<file path="config.mk">
export PLATFORM = sky130hd
export DESIGN_NAME = joy_serializer_flat
export DESIGN_NICKNAME = d
export VERILOG_FILES = /design/src/rtl/joyser_pkg.sv /design/src/rtl/joy_serializer_if.sv /design/src/rtl/joyser_sync.sv /design/src/rtl/joy_serializer.sv /design/src/flat_wrapper.sv
export SDC_FILE = /design/constraint.sdc
export NUM_CORES = 1
export LEC_CHECK = 0
export ABC_CLOCK_PERIOD_IN_PS = 2000
export BUFFER_PORTS_ARGS = -buffer_cell sky130_fd_sc_hd__buf_4
export CORE_ASPECT_RATIO = 1.1
export CORE_MARGIN = 2
export CORE_UTILIZATION = 48
export DETAILED_ROUTE_END_ITERATION = 10
export GPL_TIMING_DRIVEN = 0
export HOLD_SLACK_MARGIN = 0.06
export PLACE_DENSITY = 0.71
export SKIP_CTS_REPAIR_TIMING = 1
export SLEW_MARGIN = 30
export SYNTH_ARGS = -nofsm -noshare
export SYNTH_HDL_FRONTEND = slang
export SYNTH_HIERARCHICAL = 1
export SYNTH_SLANG_ARGS = --single-unit
export TNS_END_PERCENT = 10
</file>
<file path="constraint.sdc">
create_clock -name clk_sys -period 2 [get_ports clk_sys]
set_input_delay 0.1 -clock clk_sys [delete_from_list [all_inputs] [get_ports clk_sys]]
set_output_delay 0.1 -clock clk_sys [all_outputs]
set_load 0.1 [all_outputs]
</file>
<file path="src/rtl/joyser_pkg.sv">
// Shared constants, state encoding and frame bit map for the joystick serializer.
// JOYSER_AUTOFIRE_EN enables the autofire phase logic in the top.
package joyser_pkg;

    localparam int JOYSER_FRAME_BITS = 24;
    localparam int JOYSER_AF_DIV = 4;

    typedef enum logic [1:0] {
        IDLE  = 2'd0,
        LOAD  = 2'd1,
        SHIFT = 2'd2
    } state_t;

    typedef struct packed {
        logic       pad;
        logic [3:0] idx;
    } map_t;

    // Serial index -> {pad (0 = pad 1, 1 = pad 2), bit of that pad}
    localparam map_t FRAME_MAP [JOYSER_FRAME_BITS] = '{
        '{1'b0, 4'd8}, '{1'b0, 4'd6}, '{1'b0, 4'd5}, '{1'b0, 4'd4},
        '{1'b0, 4'd3}, '{1'b0, 4'd2}, '{1'b0, 4'd1}, '{1'b0, 4'd0},
        '{1'b1, 4'd8}, '{1'b1, 4'd6}, '{1'b1, 4'd5}, '{1'b1, 4'd4},
        '{1'b1, 4'd3}, '{1'b1, 4'd2}, '{1'b1, 4'd1}, '{1'b1, 4'd0},
        '{1'b1, 4'd10}, '{1'b1, 4'd11}, '{1'b1, 4'd9}, '{1'b1, 4'd7},
        '{1'b0, 4'd10}, '{1'b0, 4'd11}, '{1'b0, 4'd9}, '{1'b0, 4'd7}
    };

    function automatic logic [JOYSER_FRAME_BITS-1:0] map_frame(
        input logic [11:0] j1,
        input logic [11:0] j2
    );
        logic [JOYSER_FRAME_BITS-1:0] f;
        for (int i = 0; i < JOYSER_FRAME_BITS; i++) begin
            f[i] = FRAME_MAP[i].pad ? j2[FRAME_MAP[i].idx]
                                    : j1[FRAME_MAP[i].idx];
        end
        return f;
    endfunction

endpackage

</file>
<file path="src/rtl/joy_serializer_if.sv">
// Joystick link bundle: pad words, link clock/load in, serial data and frame pulse out.
// autofire_en exists only when JOYSER_AUTOFIRE_EN is defined.
interface joy_serializer_if;

    logic [11:0] joy1_n;
    logic [11:0] joy2_n;
    logic        joy_clk_in;
    logic        joy_load_in;
    logic        joy_data_out;
    logic        frame_done;
`ifdef JOYSER_AUTOFIRE_EN
    logic [1:0]  autofire_en;
`endif

    modport master (
`ifdef JOYSER_AUTOFIRE_EN
        output autofire_en,
`endif
        output joy1_n, joy2_n, joy_clk_in, joy_load_in,
        input  joy_data_out, frame_done
    );

    modport slave (
`ifdef JOYSER_AUTOFIRE_EN
        input  autofire_en,
`endif
        input  joy1_n, joy2_n, joy_clk_in, joy_load_in,
        output joy_data_out, frame_done
    );

endinterface

</file>
<file path="src/rtl/joyser_sync.sv">
// Two-flop synchronizer plus history flop with rise/fall detect.
// Resets to all ones so an idle-high line produces no edge.
module joyser_sync (
    input  logic clk_sys,
    input  logic reset,
    input  logic d,
    output logic sync,
    output logic rise,
    output logic fall
);

    logic meta;
    logic hist;

    always_ff @(posedge clk_sys) begin
        if (reset) begin
            meta <= 1'b1;
            sync <= 1'b1;
            hist <= 1'b1;
        end else begin
            meta <= d;
            sync <= meta;
            hist <= sync;
        end
    end

    assign rise = sync & ~hist;
    assign fall = ~sync & hist;

endmodule

</file>
<file path="src/rtl/joy_serializer.sv">
// Board-side parallel-in/serial-out joystick link driver (two 12-bit pads).
// Define JOYSER_AUTOFIRE_EN to add the per-pad autofire phase on the fire bit.
module joy_serializer
    import joyser_pkg::*;
#(
    parameter int FRAME_BITS = JOYSER_FRAME_BITS
`ifdef JOYSER_AUTOFIRE_EN
    , parameter int AF_DIV = JOYSER_AF_DIV
`endif
) (
    input  logic            clk_sys,
    input  logic            reset,
    joy_serializer_if.slave link
);

    localparam int FW = JOYSER_FRAME_BITS;
    localparam int CW = $clog2(FRAME_BITS + 1);
    localparam logic [CW-1:0] CNT_END  = CW'(FRAME_BITS);
    localparam logic [CW-1:0] CNT_LAST = CW'(FRAME_BITS - 1);

    logic clk_sync, clk_rise, clk_fall;
    logic ld_sync, ld_rise, ld_fall;
    logic unused_edges;

    joyser_sync u_clk_sync (
        .clk_sys (clk_sys),
        .reset   (reset),
        .d       (link.joy_clk_in),
        .sync    (clk_sync),
        .rise    (clk_rise),
        .fall    (clk_fall)
    );

    joyser_sync u_ld_sync (
        .clk_sys (clk_sys),
        .reset   (reset),
        .d       (link.joy_load_in),
        .sync    (ld_sync),
        .rise    (ld_rise),
        .fall    (ld_fall)
    );

    assign unused_edges = clk_sync ^ clk_fall ^ ld_fall;

    state_t          state_q, state_d;
    logic [FW-1:0]   sr_q, sr_d, frame_now;
    logic [CW-1:0]   cnt_q, cnt_d;
    logic            data_q, data_d;
    logic            done_q, done_d;
    logic [11:0]     j1m, j2m;
    logic            load_lo, shift_ev, fin;

    assign load_lo  = ~ld_sync;
    assign shift_ev = clk_rise & ~load_lo & (state_q != IDLE);
    assign fin      = shift_ev & (cnt_q == CNT_LAST);

`ifdef JOYSER_AUTOFIRE_EN
    localparam int AW = (AF_DIV > 1) ? $clog2(AF_DIV) : 1;
    logic [AW-1:0] af_cnt;
    logic          af_phase;

    always_ff @(posedge clk_sys) begin
        if (reset) begin
            af_cnt   <= '0;
            af_phase <= 1'b0;
        end else if (done_q) begin
            if (af_cnt == AW'(AF_DIV - 1)) begin
                af_cnt   <= '0;
                af_phase <= ~af_phase;
            end else begin
                af_cnt <= af_cnt + AW'(1);
            end
        end
    end

    // A pressed fire bit (0) reads released in phase-1 frames
    always_comb begin
        j1m    = link.joy1_n;
        j2m    = link.joy2_n;
        j1m[4] = link.joy1_n[4] | (af_phase & link.autofire_en[0]);
        j2m[4] = link.joy2_n[4] | (af_phase & link.autofire_en[1]);
    end
`else
    assign j1m = link.joy1_n;
    assign j2m = link.joy2_n;
`endif

    assign frame_now = map_frame(j1m, j2m);

    always_ff @(posedge clk_sys) begin
        if (reset) begin
            state_q <= IDLE;
            sr_q    <= '1;
            cnt_q   <= CNT_END;
            data_q  <= 1'b1;
            done_q  <= 1'b0;
        end else begin
            state_q <= state_d;
            sr_q    <= sr_d;
            cnt_q   <= cnt_d;
            data_q  <= data_d;
            done_q  <= done_d;
        end
    end

    always_comb begin
        state_d = state_q;
        unique case (1'b1)
            load_lo:         state_d = LOAD;
            fin:             state_d = IDLE;
            ld_rise & ~fin:  state_d = SHIFT;
            default:         state_d = state_q;
        endcase
    end

    // Load beats a coincident shift; the last shift forces the idle level
    always_comb begin
        sr_d   = sr_q;
        cnt_d  = cnt_q;
        data_d = data_q;
        done_d = 1'b0;
        unique case (1'b1)
            load_lo: begin
                sr_d   = frame_now;
                cnt_d  = '0;
                data_d = frame_now[0];
            end
            shift_ev: begin
                sr_d   = {1'b1, sr_q[FW-1:1]};
                cnt_d  = cnt_q + CW'(1);
                data_d = fin | sr_q[1];
                done_d = fin;
            end
            default: ;
        endcase
    end

    assign link.joy_data_out = data_q;
    assign link.frame_done   = done_q;

endmodule
</file>
<file path="src/flat_wrapper.sv">
// flat-port wrapper written by rule: the top's interface ports become plain ports
module joy_serializer_flat import joyser_pkg::*;
#(
    parameter int FRAME_BITS = JOYSER_FRAME_BITS

)
  (clk_sys, reset, link_joy1_n, link_joy2_n, link_joy_clk_in, link_joy_load_in, link_joy_data_out, link_frame_done);
  joy_serializer_if link_i ();
  input  logic clk_sys;
  input  logic reset;
  input wire logic [$bits(link_i.joy1_n)-1:0] link_joy1_n;
  input wire logic [$bits(link_i.joy2_n)-1:0] link_joy2_n;
  input wire logic [$bits(link_i.joy_clk_in)-1:0] link_joy_clk_in;
  input wire logic [$bits(link_i.joy_load_in)-1:0] link_joy_load_in;
  output wire logic [$bits(link_i.joy_data_out)-1:0] link_joy_data_out;
  output wire logic [$bits(link_i.frame_done)-1:0] link_frame_done;
  assign link_i.joy1_n = link_joy1_n;
  assign link_i.joy2_n = link_joy2_n;
  assign link_i.joy_clk_in = link_joy_clk_in;
  assign link_i.joy_load_in = link_joy_load_in;
  assign link_joy_data_out = link_i.joy_data_out;
  assign link_frame_done = link_i.frame_done;
  joy_serializer #(.FRAME_BITS(FRAME_BITS)) u_core (.clk_sys(clk_sys), .reset(reset), .link(link_i));
endmodule
</file>
**After elaboration in Yosys (flattened, before gate mapping)**

Index checks and enable logic that the tools add are counted.

- Equality and inequality tests: 1
- Add/sub/neg operators: 1
- Multiplexer cells: 4
- Bitwise logic cells: 12
- Reduce and logical (&&, ||, !) cells: 4

Operators with widths:

| cell | number |
|---|---|
| $pmux W24 S2 | 1 |
| $pmux W5 S2 | 1 |
| $and A1 B1 Y1 | 6 |
| $pmux W2 S3 | 1 |
| $add A5 B1 Y5 const B | 1 |
| $eq A5 B5 Y1 const B | 1 |
| $not A1 Y1 | 5 |
| $reduce_bool A2 Y1 | 2 |
| $reduce_bool A3 Y1 | 1 |
| $pmux W1 S2 | 1 |
| $reduce_or A2 Y1 | 1 |
| $or A1 B1 Y1 | 1 |

- Output and inout bits: 2
- Logic and storage cells: 33
- Input port bits: 28
- Bits in registers: 39

**Depth between registers and ports, before layout**

- Word-level depth: 8
- Gate-level depth with buffers: 6
- Depth with buffers taken out: 4

**Modules after synthesis**

The synthesis kept the hierarchy.

By module, submodules not included:

| module | area an instance (um^2) | cells an instance | instances |
|---|---|---|---|
| joy_serializer | 1350.0 | 124 | 1 |
| joyser_sync | 92.6 | 8 | 2 |

**Least setup slack after synthesis**

No wires, ideal clock.

- Path kind: reg2reg
- From: register u_core.u_clk_sync.sync
- To: register u_core.cnt_q[3]
- Library setup time: 127 ps
- Clock period less this slack: 1412 ps
- Path buffers: 0
- Setup slack: 588 ps
- Stages on the path, launching flop included: 5
- Arrival: 1285 ps
- Path through: dfxtp_1 nor2b_1 o21ai_2 o211a_1 or3_1

- Cells in the longest elaborated chain, start to end: 4
- Elaborated cells between the ends (all ways): 5
- Those cells by class: 1 x mux; 3 x bitwise; 1 x reduce/logical

RTL lines:

| item | RTL line | source |
|---|---|---|
| start, declared | joyser_sync.sv:7 | `output logic sync,` |
| start signal, assigned | joyser_sync.sv:22 | `sync <= meta;` |
| $and A1 B1 Y1 (*) | joyser_sync.sv:27 | `assign rise = sync & ~hist;` |
| net u_core.clk_rise | joy_serializer.sv:21 | `logic clk_sync, clk_rise, clk_fall;` |
| $and A1 B1 Y1 (*) (2 in series) | joy_serializer.sv:54 | `assign shift_ev = clk_rise & ~load_lo & (state_q != IDLE);` |
| $pmux W5 S2 / $reduce_bool A2 Y1 (equally long branches) | -- |  |
| end signal, assigned | joy_serializer.sv:100 | `cnt_q <= cnt_d;` |
| end, declared | joy_serializer.sv:47 | `logic [CW-1:0] cnt_q, cnt_d;` |

Mark *: on every way through the listed nets, which the timed path passes. The rest lies on a longest branch.
A chain may end at the register's enable or synchronous reset.

**Final worst setup path**

Ends and elaborated chain as after synthesis.

==> flow_metrics.tcl <==
set metrics [dict create \
    status "finished, final reports clean" \
    yosysWarnings 6 \
    setup_slack_ns 0.449 \
    rows 21 \
    die_h_um 63.0 \
    dr_total_vias 1291 \
    r2r_start "u_core/u_clk_sync/sync$_SDFF_PP1_" \
    critPathTopFamily "simple AND/OR/NAND/NOR gates" \
    vias_per_cell 5.87 \
    endpoint_kind "flop" \
    setup_viol 0 \
    fillCellCount 284 \
    nets 216 \
    cp.depth 4 \
    clock_sinks 38 \
    drc_errors 0 \
    hp-class "input port to flop" \
    skew_ns 0.00266 \
    wl_met3_um 178 \
    max_stage_delay_ns 0.34 \
    ant_nets 0 \
    hold_violations 0 \
    cts_tree "done" \
    netlist_area_um2 1520 \
    worstReg2RegEnd "u_core/cnt_q[3]$_SDFFE_PP1P_" \
    crit_type "flop to flop" \
    grt_pass1_vias 1204 \
    core_um2 3050 \
    root_buffer "clkbuf_4" \
    cts_max_level 2 \
    crit_start "u_core/u_clk_sync/sync$_SDFF_PP1_" \
    gp_congestion 0.714 \
    clk_pin_slew_ns 0.10 \
    diodes 0 \
    worstPathCellList "nor2b_1 -> o21ai_2 -> o211a_1 -> or3_1" \
    drt_wl_total_mm 3.18 \
    synth_cells 138 \
    tns_ns 0 \
    syn_area_per_cell_um2 11.0 \
    grt_pass1_wl_mm 5.20 \
    rr_worst_depth 4 \
    grt_usage_pct 18.3 \
    crit_fanout 9 \
    leakage_nw 0.796 \
    ir_worst_vdd_mv 0.635 \
    avgRoutedWirePerCell_um 14.5 \
    fin_area_um2 1960 \
    place_ws_ns 0.464 \
    drt_iter0_drc 35 \
    fin_crit_ns 1.55 \
    die_w_um 57.7 \
    cpMaxStageDelayCell "or3_1" \
    p_per_area_nw_per_um2 696 \
    drt_first_pass_iters 4 \
    syn_nets 167 \
    maxCapViolCount 0 \
    rsz0062_at_grt "no" \
    cp.required_ns 2.22 \
    start_util_pct 49.9 \
    r2r_setup_slack_ns 0.45 \
    highest_layer "met4" \
    portBuffers 29 \
    clock_latency_ns 0.33 \
    clock.fmax_ghz 0.645 \
    dp_hpwl_mm 2.12 \
    clk_path_buf_depth 2 \
    maxSlewViolCount 0 \
    cp.arrival_ns 1.77 \
    syn_to_final_growth_pct 29.1 \
    fin_crit_sh_pct 77.6 \
    grt_overflow 0 \
    wl_met2_mm 1.54 \
    worst_pin_slew_ns 0.459 \
    drive_gt1_share_pct 24.2 \
    relSlewSlack_pct 69.4 \
    cts_buffers 5 \
    grt_max_degree 11 \
    antenna_found_initial 0 \
    critical_path_buf_inv_count 0 \
    dieArea_um2 3630 \
    dpl-instance-area_um2 1780 \
    pin_count 30 \
    start_kind "flop" \
    setup.worst_path.end "u_core/cnt_q[3]$_SDFFE_PP1P_" \
    multiInputGateArea_um2 674 \
    final-seq-area_um2 761 \
    wl_met1_mm 1.42 \
]
[sequential cells by signal (all words and copies together), names as in the netlist]
name	flops
u_core/state_q	2
u_core/u_ld_sync/hist	1
u_core/cnt_q	5
u_core/sr_q	23
u_core/u_ld_sync/sync	1
u_core/u_ld_sync/meta	1
u_core/u_clk_sync/meta	1
u_core/u_clk_sync/sync	1
u_core/u_clk_sync/hist	1
u_core/link.frame_done	1
u_core/link.joy_data_out	1
[worst min-delay path by stage]
stage	from	end	slack [ns]	cells after the start
after floorplan	reset	u_core/u_clk_sync/hist$_SDFF_PP1_	0.20	1
after detailed placement	link_joy_clk_in	u_core/u_clk_sync/meta$_SDFF_PP1_	0.28	2
after global placement	link_joy_load_in	u_core/u_ld_sync/meta$_SDFF_PP1_	0.28	2
after CTS	link_joy_clk_in	u_core/u_clk_sync/meta$_SDFF_PP1_	-0.07	2
final	link_joy1_n[0]	u_core/sr_q[7]$_SDFFE_PP1P_	0.07	3
after global routing	link_joy1_n[6]	u_core/sr_q[1]$_SDFFE_PP1P_	0.06	3
[stage by stage]
stage / utilization (%) / total power, mW / hold WS (ns) / instances
6_report: 64.4 / 1.37 / 0.0697 / 220
2_1_floorplan: - / 0.918 / 0.197 / 138
3_3_place_gp: 58.4 / 0.976 / 0.278 / 201
5_1_grt: 64.4 / 1.44 / 0.0605 / 220
4_1_cts: 60.1 / 1.36 / -0.0729 / 207
3_5_place_dp: 58.4 / 0.984 / 0.283 / 201
[where the power goes]
group	total, mW	internal, mW	leakage (nW)	switching [mW]
logic	0.172	0.105	0.454	0.0673
registers	0.814	0.793	0.312	0.0212
clock network	0.380	0.158	0.0302	0.221
total	1.37	1.06	0.796	0.310
[tightest hold or removal path, cell delays in order]
cell and delay (ns):
buf_4 0.08, a221o_1 0.12, a21o_1 0.07
[placed cells by master (no fill, tap or decap), drive strengths merged]
| cell | count |
|---|---|
| dfxtp | 38 |
| buf | 36 |
| a221o | 22 |
| a21o | 22 |
| dlygate4sd3 | 13 |
| clkbuf | 10 |
| or2 | 6 |
| nor2 | 4 |
| o21ai | 4 |
| nand3 | 3 |
| a21oi | 3 |
| nor3 | 3 |
| nor4 | 3 |
| o211a | 3 |
| or3 | 2 |
| nor2b | 2 |
| nand2b | 1 |
| o211ai | 1 |
| xor2 | 1 |
| nand2 | 1 |
| o21a | 1 |
| xnor2 | 1 |
| inv | 1 |
| nand4b | 1 |
| o21bai | 1 |
| nor3b | 1 |
| a211oi | 1 |
| ha | 1 |
[final cells by class]
class                           count  share of cell area [%]
Tap cell                           34                    2.17
Inverter                            1                   0.191
Clock buffer                        6                    2.61
Buffer                             11                    4.15
Timing Repair Buffer               42                    17.7
Multi-Input combinational cell     88                    34.4
Sequential cell                    38                    38.8
[routing by layer]
| metal | up-vias | global-route usage [%] |
|---|---|---|
| li1 | 633 | - |
| met3 | 5 | 6.83 |
| met4 | 0 | 7.56 |
| met1 | 619 | 22.6 |
| met5 | - | 0 |
| met2 | 34 | 28.1 |
(Power assumes the default switching activity.)
